==> config.mk <==
export PLATFORM = sky130hd
export DESIGN_NAME = turn_controller
export DESIGN_NICKNAME = d
export VERILOG_FILES = /design/src/rtl/othello_pkg.sv /design/src/rtl/turn_controller_window_timer.sv /design/src/rtl/turn_controller.sv
export SDC_FILE = /design/constraint.sdc
export NUM_CORES = 1
export LEC_CHECK = 0
export BUFFER_PORTS_ARGS = -buffer_cell sky130_fd_sc_hd__buf_2
export CAP_MARGIN = 40
export CORE_ASPECT_RATIO = 0.7
export CORE_MARGIN = 10
export CORE_UTILIZATION = 46
export CTS_BUF_LIST = sky130_fd_sc_hd__clkbuf_8
export DETAILED_ROUTE_END_ITERATION = 10
export GPL_TIMING_DRIVEN = 0
export HOLD_SLACK_MARGIN = 0.15
export PLACE_DENSITY = 0.74
export SYNTH_ARGS = -nofsm -noshare
export SYNTH_HDL_FRONTEND = slang
export SYNTH_SLANG_ARGS = --single-unit
==> constraint.sdc <==
create_clock -name clock -period 1.7 [get_ports clock]
set_input_delay 0.34 -clock clock [delete_from_list [all_inputs] [get_ports clock]]
set_output_delay 0.34 -clock clock [all_outputs]
set_load 0.03 [all_outputs]
==> src/rtl/othello_pkg.sv <==
// Shared definitions for the Othello turn-control slice.
//   turn_state_e      : controller states (IDLE, DETECT, EVAL, WRITE, COMMIT, OVER)
//   COORD_W           : board coordinate width (8x8 board -> 3 bits)
//   COUNT_W           : width of the accepted-move counter
//   MAX_MOVES_DEFAULT : number of accepted moves after which the game ends
//   max_int()         : elaboration-time helper for sizing counters
package othello_pkg;

    localparam int COORD_W           = 3;
    localparam int COUNT_W           = 7;
    localparam int MAX_MOVES_DEFAULT = 60;

    typedef enum logic [2:0] {
        ST_IDLE   = 3'd0,
        ST_DETECT = 3'd1,
        ST_EVAL   = 3'd2,
        ST_WRITE  = 3'd3,
        ST_COMMIT = 3'd4,
        ST_OVER   = 3'd5
    } turn_state_e;

    function automatic int max_int(input int a, input int b);
        if (a > b) begin
            return a;
        end else begin
            return b;
        end
    endfunction

endpackage

==> src/rtl/turn_controller_window_timer.sv <==
// window_timer: loadable down-counter used to time the detect and write
// windows. A load sets the count; the count then falls by one per cycle
// and parks at zero. done is high while the count equals 1, i.e. during
// the last cycle of a window that was loaded with N (N >= 1).
//   clock    : rising-edge clock
//   resetn   : synchronous active-low reset
//   load     : load load_val this cycle
//   load_val : window length in cycles
//   done     : last cycle of the current window
module window_timer #(
    parameter int WIDTH = 4
) (
    input  logic             clock,
    input  logic             resetn,
    input  logic             load,
    input  logic [WIDTH-1:0] load_val,
    output logic             done
);

    logic [WIDTH-1:0] count_r;

    // Window count register: load on window entry, then count down to zero.
    always_ff @(posedge clock) begin
        if (!resetn) begin
            count_r <= {WIDTH{1'b0}};
        end else if (load) begin
            count_r <= load_val;
        end else if (count_r != {WIDTH{1'b0}}) begin
            count_r <= count_r - WIDTH'(1'b1);
        end
    end

    assign done = (count_r == WIDTH'(1'b1));

endmodule

==> src/rtl/turn_controller.sv <==
// turn_controller: sequences one Othello turn against an external board
// storage. A place request opens a detect window, samples the legal
// direction mask, and (if legal) opens a write window before committing
// the move. Two consecutive passes, or reaching MAX_MOVES accepted moves,
// end the game. No board contents are held here.
//   clock, resetn     : rising-edge clock, synchronous active-low reset
//   place_req         : place a disk at cur_x/cur_y (honoured in IDLE only)
//   pass_req          : pass the turn (honoured in IDLE only, place wins)
//   cur_x, cur_y      : cursor coordinates
//   dir               : legal-direction mask, sampled in EVAL
//   detecten, writeen : detect / write windows to the board storage
//   x, y              : move coordinates, held from DETECT through COMMIT
//   side              : player to move
//   busy              : a move is in progress
//   accept, reject    : one-cycle move result pulses
//   move_count        : accepted moves (saturates at MAX_MOVES)
//   game_over         : game has ended; only reset leaves this
module turn_controller
    import othello_pkg::*;
#(
    parameter int DET_CYCLES = 10,
    parameter int WR_CYCLES  = 10,
    parameter int MAX_MOVES  = MAX_MOVES_DEFAULT
) (
    input  logic               clock,
    input  logic               resetn,
    input  logic               place_req,
    input  logic               pass_req,
    input  logic [COORD_W-1:0] cur_x,
    input  logic [COORD_W-1:0] cur_y,
    input  logic [7:0]         dir,
    output logic               detecten,
    output logic               writeen,
    output logic [COORD_W-1:0] x,
    output logic [COORD_W-1:0] y,
    output logic               side,
    output logic               busy,
    output logic               accept,
    output logic               reject,
    output logic [COUNT_W-1:0] move_count,
    output logic               game_over
);

    localparam int TIMER_W = $clog2(max_int(DET_CYCLES, WR_CYCLES) + 1);
    localparam logic [COUNT_W-1:0] MAX_COUNT = COUNT_W'(MAX_MOVES);

    turn_state_e        state_r;
    turn_state_e        state_next_s;
    logic               timer_load_s;
    logic [TIMER_W-1:0] timer_val_s;
    logic               timer_done_s;
    logic [1:0]         pass_streak_r;
    logic               commit_enter_s;
    logic               pass_take_s;

    window_timer #(
        .WIDTH (TIMER_W)
    ) u_window_timer (
        .clock    (clock),
        .resetn   (resetn),
        .load     (timer_load_s),
        .load_val (timer_val_s),
        .done     (timer_done_s)
    );

    // Next-state decode and window-timer load control.
    always_comb begin
        state_next_s = state_r;
        timer_load_s = 1'b0;
        timer_val_s  = {TIMER_W{1'b0}};
        case (state_r)
            ST_IDLE: begin
                if (place_req) begin
                    state_next_s = ST_DETECT;
                    timer_load_s = 1'b1;
                    timer_val_s  = TIMER_W'(DET_CYCLES);
                end else if (pass_req) begin
                    // A pass while one is already pending ends the game.
                    if (pass_streak_r != 2'd0) begin
                        state_next_s = ST_OVER;
                    end else begin
                        state_next_s = ST_IDLE;
                    end
                end else begin
                    state_next_s = ST_IDLE;
                end
            end
            ST_DETECT: begin
                if (timer_done_s) begin
                    state_next_s = ST_EVAL;
                end else begin
                    state_next_s = ST_DETECT;
                end
            end
            ST_EVAL: begin
                if (dir != 8'h00) begin
                    state_next_s = ST_WRITE;
                    timer_load_s = 1'b1;
                    timer_val_s  = TIMER_W'(WR_CYCLES);
                end else begin
                    state_next_s = ST_IDLE;
                end
            end
            ST_WRITE: begin
                if (timer_done_s) begin
                    state_next_s = ST_COMMIT;
                end else begin
                    state_next_s = ST_WRITE;
                end
            end
            ST_COMMIT: begin
                // move_count already holds the incremented value here.
                if (move_count >= MAX_COUNT) begin
                    state_next_s = ST_OVER;
                end else begin
                    state_next_s = ST_IDLE;
                end
            end
            ST_OVER: begin
                state_next_s = ST_OVER;
            end
            default: begin
                state_next_s = ST_IDLE;
            end
        endcase
    end

    assign commit_enter_s = (state_r == ST_WRITE) && (state_next_s == ST_COMMIT);
    assign pass_take_s    = (state_r == ST_IDLE) && !place_req && pass_req;

    // State register and state-decoded outputs, registered from next state
    // so each window enable is high exactly while the FSM sits in it.
    always_ff @(posedge clock) begin
        if (!resetn) begin
            state_r   <= ST_IDLE;
            detecten  <= 1'b0;
            writeen   <= 1'b0;
            busy      <= 1'b0;
            game_over <= 1'b0;
            accept    <= 1'b0;
            reject    <= 1'b0;
        end else begin
            state_r   <= state_next_s;
            detecten  <= (state_next_s == ST_DETECT);
            writeen   <= (state_next_s == ST_WRITE);
            busy      <= (state_next_s != ST_IDLE) && (state_next_s != ST_OVER);
            game_over <= (state_next_s == ST_OVER);
            accept    <= commit_enter_s;
            // Reject shows in the cycle right after EVAL, when back in IDLE.
            reject    <= (state_r == ST_EVAL) && (dir == 8'h00);
        end
    end

    // Move datapath: coordinates, side to move, move count and pass streak.
    always_ff @(posedge clock) begin
        if (!resetn) begin
            x             <= {COORD_W{1'b0}};
            y             <= {COORD_W{1'b0}};
            side          <= 1'b0;
            move_count    <= {COUNT_W{1'b0}};
            pass_streak_r <= 2'd0;
        end else begin
            if ((state_r == ST_IDLE) && place_req) begin
                x <= cur_x;
                y <= cur_y;
            end
            if (commit_enter_s) begin
                side          <= ~side;
                pass_streak_r <= 2'd0;
                if (move_count < MAX_COUNT) begin
                    move_count <= move_count + COUNT_W'(1'b1);
                end
            end else if (pass_take_s) begin
                side <= ~side;
                if (pass_streak_r != 2'd3) begin
                    pass_streak_r <= pass_streak_r + 2'd1;
                end
            end
        end
    end

endmodule

==> reports/qor.yml, run 1 <==
detailed_routing:
  wl_mm: 3.69
  vias_per_cell: 5.26
  drt-initial-drc-count: 135
  num_vias: 1242
  route.detailed.drc: 0
  wl_per_cell_um: 15.6
  postRouteAntennaNets: 0
  drt_pass1_iterations: 4
place:
  place.gp.congestion: 0.780
  hpwl_mm: 2.62
  preCtsSetupSlack_ps: -53.2
  port_buffers: 37
  placed_area_um2: 1660
synth:
  synth_top_area_share_pct: 40.7
  synth_area_um2: 1430
  synth.top_cells.by_area: "dfxtp_1 41%, ha_1 5.3%, mux2i_1 4.9%, nor2b_1 4.4%, and2_1 4.0%"
  synth-seq-cells: 29
  synth_cells: 152
  yosysTopAreaCell: "dfxtp_1"
  syn-num-nets: 176
  ys_seq_area_share_pct: 40.7
  yosys_warnings: 0
  synth.distinct_cells: 42
  synthMostInstantiatedCell: "dfxtp_1"
  ys_async_sr_fraction_pct: 0
  ys_top_cells_by_count: "29 x dfxtp_1, 10 x nor2b_1, 9 x and2_1, 9 x inv_1, 8 x nand2_1"
  syn_area_per_cell_um2: 9.38
  ys.flop_type: "dfxtp_1"
  synth_edf_count: 0
critical_path:
  crit_buf_inv: 2
  slowest_delay_ps: 360
  crit_arrival_ps: 1830
  critPathRequiredTime_ps: 1920
  critPathKind: "reg -> reg"
  crit_path_end_kind: "register"
  crit_path_start_kind: "register"
  worstPathCellList: "inv_2 -> ha_4 -> and4bb_2 -> a311o_1 -> buf_4 -> nand4_1 -> a32o_1"
  path_max_fanout: 4
  critical_path.top_delay_family: "compound AO/OA/AOI/OAI gates"
  crit_slowest_cell: "a311o_1"
final_layout:
  layout.nets: 223
  postLayoutCellArea_um2: 1810
  insertedDiodeCount: 0
  nFillCells: 253
  area_growth_pct: 27.3
  drive_gt1_share_pct: 33.0
run:
  maxCapViolations: 0
die:
  fp.dieArea_um2: 5760
  num_rows: 16
  core_area_um2: 2880
  ios: 38
  die_width_um: 86.5
  initial_core_util_pct: 49.4
  fp.dieH_um: 66.6
grt:
  grt_pass1_wl_mm: 5.91
  grt_usage_pct: 12.6
  first_global_vias: 1209
  grt_antenna_before_repair: 0
  grt_max_degree: 11
  grt-ovfl-total: 0
clock_network:
  htreeDepth: 2
  cts_sinks: 29
  clock_latency_ps: 280
  cts_tree: "built"
  cts_root_buf: "clkbuf_8"
  cts_buffer_depth: 2
  cts.reportedPaths.clkPinSlew_ps: 70
  holdBufCountCts: 0
  cts_inserted_buffers: 5
sta:
  max_slew_margin_pct: 65.1
  setup-tns-final_ps: 0
  fmax_mhz: 620
  hold_ws_ps: 322
  worst_pin_slew_ps: 519
  setup_violations: 0
  slew_violations: 0
  fin_ws_ps: 88.1
  finClkSkew_ps: 5.86
  fin_crit_sh_pct: 94.8
  fin_crit_ps: 1610
  finalHoldViolCount: 0
pwr:
  leakagePower_nw: 0.849
  finalPower_mw: 2.18
  power_density_nw_per_um2: 1200
  peakVddDrop_uv: 728
status:
  status: "completed"
worst_hold_path:
  hold_path_class: "in -> reg"
## logic make-up (layout without fill, tap and decap cells)
family | after synthesis | count (layout) | synth area share [%]
simple gates | 64 | 64 | 27.5
flops | 29 | 29 | 40.7
compound gates | 22 | 22 | 11.2
buf+inv | 16 | 64 | 5.53
xor+xnor | 8 | 8 | 4.92
mux | 7 | 7 | 4.92
fa+ha+maj | 6 | 6 | 5.27
## flip-flops by register name (all words and copies together), names as in the netlist, 2 cells and up
signal / count
move_count: 7
pass_streak_r: 2
state_r: 3
x: 3
u_window_timer.count_r: 4
y: 3
## metrics by stage
step | instances | utilization [%]
floorplan | 152 | -
global placement | 225 | 57.4
detailed placement | 225 | 57.4
CTS | 235 | 61.9
global route | 236 | 62.9
finish | 236 | 62.9
## final timing paths
kind | start | endpoint | slack [ps] | cells after the start
max | u_window_timer.count_r[1]$_SDFFE_PN0P_ | busy$_SDFF_PN0_ | 90 | 7
min | cur_x[0] | x[0]$_SDFFE_PN0P_ | 320 | 3
max reg2reg | u_window_timer.count_r[1]$_SDFFE_PN0P_ | busy$_SDFF_PN0_ | 90 | 7
min reg2reg | move_count[6]$_SDFFE_PN0P_ | move_count[6]$_SDFFE_PN0P_ | 510 | 1
## area by class of cell
| class | count | area, µm² | share of cell area, % |
|---|---|---|---|
| sequential | 29 | 583 | 32.1 |
| clock inverter | 1 | 5.00 | 0.276 |
| multi-input combinational | 107 | 798 | 44.0 |
| buffer | 7 | 45.0 | 2.48 |
| tap | 36 | 45.0 | 2.48 |
| inverter | 9 | 33.8 | 1.86 |
| clock buffer | 7 | 96.3 | 5.31 |
| timing repair buffer | 40 | 208 | 11.4 |
## what timing repair did
| item | 4_1_cts | 5_1_grt |
|---|---|---|
| setup endpoints to repair | 3 | 5 |
| pin swaps | 2 | 3 |
| buffers inserted | 2 | 1 |
| resized for setup | 4 | 5 |
| gates cloned | 0 | 0 |
| hold endpoints to repair | 0 | 0 |
## placed cells by master (no fill, tap or decap), types with 3 or more instances in the layout
cell type,count
ha_1,5
nand2_1,8
and2_1,9
nor2b_1,10
dfxtp_1,27
a21oi_1,3
o21ai_0,4
and3_1,4
xor2_1,4
a21boi_0,3
mux2i_1,7
buf_2,40
nand3_1,5
nor2_1,6
clkbuf_8,7
buf_4,3
inv_1,8
nor4_1,3
xnor2_1,4
## metal layers
metal	share of wire [%]	vias to the layer above	routed length, µm	global-route usage, %
met3	9.3	5	342	5.95
met5	0	-	0	0
met4	1.0	0	38	4.23
li1	-	623	-	-
met2	47	38	1740	19.1
met1	43	576	1570	15.4
## worst reg2reg max path, stage by stage (launching register included)
cell and delay (ps):
dfxtp_2 340, inv_2 50, ha_4 170, and4bb_2 230
a311o_1 360, buf_4 160, nand4_1 80, a32o_1 160
## where the power goes
group / switching [mW] / internal (mW)
combinational: 0.400 / 0.312
sequential: 0.0697 / 0.773
clock: 0.262 / 0.365
total: 0.732 / 1.45
Power figures use the tool's default switching activity.
==> inputs of run 2 (changes only) <==
--- a/config.mk
+++ b/config.mk
@@ -14,7 +14,8 @@
 export DETAILED_ROUTE_END_ITERATION = 10
 export GPL_TIMING_DRIVEN = 0
 export HOLD_SLACK_MARGIN = 0.15
-export PLACE_DENSITY = 0.74
+export PLACE_DENSITY = 0.71
+export SLEW_MARGIN = 20
 export SYNTH_ARGS = -nofsm -noshare
 export SYNTH_HDL_FRONTEND = slang
 export SYNTH_SLANG_ARGS = --single-unit
==> constraint.sdc (replaced) <==
create_clock -name clock -period 1.9 [get_ports clock]
set_input_delay 0.38 -clock clock [delete_from_list [all_inputs] [get_ports clock]]
set_output_delay 0.38 -clock clock [all_outputs]
set_load 0.03 [all_outputs]
==> run 2 against run 1 <==
Compared with the run above: via count shrank 2.4%; flip-flop and latch count is the same; first-iteration DRC count shrank 52%; non-clock buffer count shrank 3; largest power group unchanged.
==> reports/qor.yml, run 2 (synthesized netlist as in run 1, its figures left out) <==
final_layout:
  largest_reg_flops: 7
  fin_util_pct: 60.4
  nFillCells: 270
  layout_common_cells: "40 x buf_2, 29 x dfxtp_1, 10 x inv_1, 10 x nor2b_1, 9 x and2_1"
  layout.nets: 220
  area_growth_pct: 22.2
  final_common_cell: "buf_2"
  max_flop_register: "move_count"
  multiInputGateArea_um2: 766
  seq_area_um2: 581
  drive_gt1_share_pct: 27.6
  insertedDiodeCount: 0
  final_cells: 232
  top_regs: "move_count x7, u_window_timer.count_r x4"
clock_network:
  cts_tree: "built"
  cts_resized: 0
  clock_latency_ps: 280
  cts_buffer_depth: 2
  cts_sinks: 29
  cts_root_buf: "clkbuf_8"
  cts.reportedPaths.clkPinSlew_ps: 60
  htreeDepth: 2
  post_cts_buffers: 0
  cts_inserted_buffers: 5
  holdBufCountCts: 0
detailed_routing:
  num_vias: 1212
  vias_per_cell: 5.22
  wl_per_cell_um: 14.4
  wl_mm: 3.34
  drt-initial-drc-count: 65
  route.detailed.drc: 0
  drt_pass1_iterations: 4
  postRouteAntennaNets: 0
sta:
  rsz0062_at_grt: "false"
  finClkSkew_ps: 2.35
  setup-tns-final_ps: 0
  slew_violations: 0
  worst_pin_slew_ps: 486
  setup_violations: 0
  fmax_mhz: 563
  finalHoldViolCount: 0
  fin_crit_ps: 1780
  max_slew_margin_pct: 67.5
  fin_crit_sh_pct: 93.5
  hold_ws_ps: 360
die:
  ios: 38
  fp.dieArea_um2: 5760
  core_area_um2: 2880
  die_width_um: 86.5
  fp.dieH_um: 66.6
  initial_core_util_pct: 49.4
  num_rows: 16
pwr:
  finalPower_mw: 1.81
  leakagePower_nw: 0.817
  power_density_nw_per_um2: 1040
  pwr-share-clk_pct: 27.1
  p_sw_mw: 0.592
  sequentialPowerShare_pct: 40.9
  power_frac_comb_pct: 32.0
  peakVddDrop_uv: 605
  swShare_pct: 32.7
  p_int_mw: 1.22
grt:
  grt_pass1_wl_mm: 5.36
  grt_antenna_before_repair: 0
  first_global_vias: 1192
  grt_max_degree: 11
  grt-ovfl-total: 0
  grt_usage_pct: 11.7
critical_path:
  critical_path.top_delay_family: "compound AO/OA/AOI/OAI gates"
  crit_path_start_kind: "register"
  path_max_fanout: 5
  r2r_slack_ps: 120
  slowest_delay_ps: 340
  crit_arrival_ps: 1980
  crit_buf_inv: 1
  crit_path_end_kind: "register"
  critPathKind: "reg -> reg"
  crit_slowest_cell: "dfxtp_1"
  critPathRequiredTime_ps: 2100
  worstPathCellList: "inv_1 -> ha_1 -> and4bb_2 -> a311o_1 -> a41o_1 -> nor3_2"
run:
  maxCapViolations: 0
place:
  place.gp.congestion: 0.809
  placed_cells: 225
  hpwl_mm: 2.64
  port_buffers: 37
worst_hold_path:
  hold_path_class: "in -> reg"
status:
  status: "completed"
run 2: changes by cell type in the layout (fill, tap and decap cells not counted), sizes merged:
| cell | before | now |
|---|---|---|
| buf | 45 | 42 |
| clkbuf | 9 | 8 |
| clkinv | 1 | 0 |
| inv | 9 | 10 |
run 2: cell type report:
cell class              instances  area share, %
clock inverters                 1          0.216
clock buffers                   6           4.74
plain buffers                   7           2.59
flip-flops and latches         29           33.3
inverters                       9           1.94
well taps                      36           2.59
multi-input cells             107           44.0
repair buffers                 37           10.6
run 2: path summary, 6_finish.rpt:
check,startpoint,end,cells after the start
max,u_window_timer.count_r[1]$_SDFFE_PN0P_,detecten$_SDFF_PN0_,6
min reg2reg,move_count[6]$_SDFFE_PN0P_,move_count[6]$_SDFFE_PN0P_,1
min,cur_x[0],x[0]$_SDFFE_PN0P_,3
max reg2reg,u_window_timer.count_r[1]$_SDFFE_PN0P_,detecten$_SDFF_PN0_,6
run 2: per-layer routing:
metal	routed length, µm	share of wire [%]	GRT usage [%]
met5	0	0	0
met4	57	1.7	5.44
met3	316	9.5	6.32
met2	1510	45	18.8
met1	1450	44	12.6
run 2: power by group through the flow:
stage | Combinational, mW | Sequential, mW | Clock [mW]
floorplan | 0.379 | 0.808 | 0
global placement | 0.550 | 0.746 | 0
detailed placement | 0.582 | 0.752 | 0
CTS | 0.585 | 0.740 | 0.503
global route | 0.647 | 0.751 | 0.523
finish | 0.579 | 0.741 | 0.491
run 2: metrics by stage:
| step | instance area [µm²] | worst slack, ps |
|---|---|---|
| final | 1740 | 124 |
| after global routing | 1740 | 18.5 |
| after CTS | 1740 | 143 |
| after detailed placement | 1660 | 155 |
| after global placement | 1660 | 185 |
| after floorplan | 1430 | 296 |
run 2: worst min-delay path, stage by stage:
cell	delay (ps)
buf_2	70
mux2i_1	60
nor2b_1	90
==> inputs of run 3 (changes only) <==
--- a/config.mk
+++ b/config.mk
@@ -9,12 +9,12 @@
 export CAP_MARGIN = 40
 export CORE_ASPECT_RATIO = 0.7
 export CORE_MARGIN = 10
-export CORE_UTILIZATION = 46
+export CORE_UTILIZATION = 50
 export CTS_BUF_LIST = sky130_fd_sc_hd__clkbuf_8
 export DETAILED_ROUTE_END_ITERATION = 10
 export GPL_TIMING_DRIVEN = 0
 export HOLD_SLACK_MARGIN = 0.15
-export PLACE_DENSITY = 0.71
+export PLACE_DENSITY = 0.76
 export SLEW_MARGIN = 20
 export SYNTH_ARGS = -nofsm -noshare
 export SYNTH_HDL_FRONTEND = slang
==> constraint.sdc (replaced) <==
create_clock -name clock -period 1.7 [get_ports clock]
set_input_delay 0.34 -clock clock [delete_from_list [all_inputs] [get_ports clock]]
set_output_delay 0.34 -clock clock [all_outputs]
set_load 0.03 [all_outputs]
==> run 3 against run 2 <==
Compared with the run above: clock-buffer cell count down 1; clock skew up 1.0 ps; setup slack worse by 44 ps; via count up 0.41%; final cell count up 1.3%; wire length down 1.2%; sequential share of layout area down 0.63 points; critical path depth down 2.
==> reports/qor.yml, run 3 (synthesized netlist as in run 1, its figures left out) <==
critical_path:
  crit_buf_inv: 1
  crit_start: "state_r[0]$_SDFF_PN0_"
  slowest_delay_ps: 460
  r2r_cells: 4
  reg2reg_to: "busy$_SDFF_PN0_"
  r2r_slack_ps: 80
  crit_slowest_cell: "or3_1"
  crit_path_end_kind: "register"
  crit_path_start_kind: "register"
  worstPathCellList: "buf_2 -> or3_1 -> o31a_1 -> a32o_1"
  critPathKind: "reg -> reg"
  critical_path.top_delay_family: "compound AO/OA/AOI/OAI gates"
  crit_arrival_ps: 1800
  crit_end: "busy$_SDFF_PN0_"
  path_max_fanout: 10
  critPathRequiredTime_ps: 1880
  worstSetupPathDepth: 4
  r2r_start: "state_r[0]$_SDFF_PN0_"
grt:
  grt-ovfl-total: 0
  grt_pass1_wl_mm: 5.42
  grt_antenna_before_repair: 0
  grt_usage_pct: 12.3
  grt_max_degree: 11
  first_global_vias: 1137
worst_hold_path:
  hold_path_class: "in -> reg"
sta:
  hold_ws_ps: 318
  setup_violations: 0
  fmax_mhz: 617
  fin_crit_ps: 1620
  max_slew_margin_pct: 70.6
  worst_pin_slew_ps: 439
  fin_crit_sh_pct: 95.3
  rsz0062_at_grt: "false"
  slew_violations: 0
  finClkSkew_ps: 3.39
  setup-tns-final_ps: 0
  finalHoldViolCount: 0
final_layout:
  fin_util_pct: 64.5
  layout.nets: 222
  seq_area_um2: 583
  layout_common_cells: "40 x buf_2, 27 x dfxtp_1, 10 x nor2b_1, 9 x inv_1, 9 x and2_1"
  drive_gt1_share_pct: 31.7
  final_common_cell: "buf_2"
  area_growth_pct: 25.1
  largest_reg_flops: 7
  multiInputGateArea_um2: 793
  top_regs: "move_count x7, u_window_timer.count_r x4"
  max_flop_register: "move_count"
  insertedDiodeCount: 0
  nFillCells: 235
detailed_routing:
  drt_pass1_iterations: 4
  num_vias: 1217
  vias_per_cell: 5.18
  wl_per_cell_um: 14.0
  drt-initial-drc-count: 41
  postRouteAntennaNets: 0
  route.detailed.drc: 0
  wl_mm: 3.30
clock_network:
  clock_latency_ps: 290
  htreeDepth: 2
  cts.reportedPaths.clkPinSlew_ps: 60
  cts_tree: "built"
  cts_sinks: 29
  cts_inserted_buffers: 5
  cts_root_buf: "clkbuf_8"
  cts_buffer_depth: 2
place:
  place.gp.congestion: 0.810
  hpwl_mm: 2.52
  port_buffers: 37
pwr:
  leakagePower_nw: 0.832
  power_density_nw_per_um2: 1150
  peakVddDrop_uv: 761
  finalPower_mw: 2.05
die:
  fp.dieArea_um2: 5420
  initial_core_util_pct: 51.6
  core_area_um2: 2760
  die_width_um: 83.8
  ios: 38
  fp.dieH_um: 64.7
  num_rows: 16
run:
  maxCapViolations: 0
status:
  status: "completed"
==> run 3: what timing repair did <==
action                     in CTS  in global routing
setup buffers                   2                  0
resized for setup               3                  5
hold buffers                    0                  0
setup endpoints to repair       3                  6
pin swaps                       2                  0
==> run 3: worst min path at each step <==
stage | start | end | slack (ps) | cells after the start
floorplan | resetn | busy$_SDFF_PN0_ | 470 | 1
global placement | y[1]$_SDFFE_PN0P_ | y[1]$_SDFFE_PN0P_ | 490 | 2
detailed placement | y[1]$_SDFFE_PN0P_ | y[1]$_SDFFE_PN0P_ | 510 | 2
CTS | cur_y[1] | y[1]$_SDFFE_PN0P_ | 310 | 3
global route | cur_y[1] | y[1]$_SDFFE_PN0P_ | 340 | 3
finish | cur_y[1] | y[1]$_SDFFE_PN0P_ | 320 | 3
==> run 3: final cells by class <==
class / count / area share, %
clock inverters: 3 / 0.772
multi-input cells: 107 / 44.5
repair buffers: 39 / 11.2
clock buffers: 5 / 3.86
flip-flops and latches: 29 / 32.7
inverters: 9 / 1.89
plain buffers: 7 / 2.53
well taps: 36 / 2.53
==> run 3: through the flow <==
step	area, µm²	instances	setup slack (ps)
floorplan	1430	152	96.3
global placement	1660	225	-24.1
detailed placement	1660	225	-27.0
CTS	1770	235	0.628
global route	1780	235	0.276
finish	1780	235	79.4
==> run 3: worst register-to-register path: stages, from the launching register on <==
cell and delay (ps):
dfxtp_1 290, buf_2 170, or3_1 460, o31a_1 320, a32o_1 270
==> run 3: where the power goes <==
group	switching [mW]	leakage (nW)	internal (mW)	total, mW
combinational	0.373	0.546	0.300	0.673
sequential	0.0642	0.237	0.774	0.838
clock	0.263	0.0491	0.277	0.539
==> run 3: per-layer routing <==
metal / global-route usage (%) / part of all wire, %
met1: 14.4 / 44
met4: 4.58 / 2.7
met3: 6.74 / 8.1
met2: 18.5 / 45
met5: 0 / 0
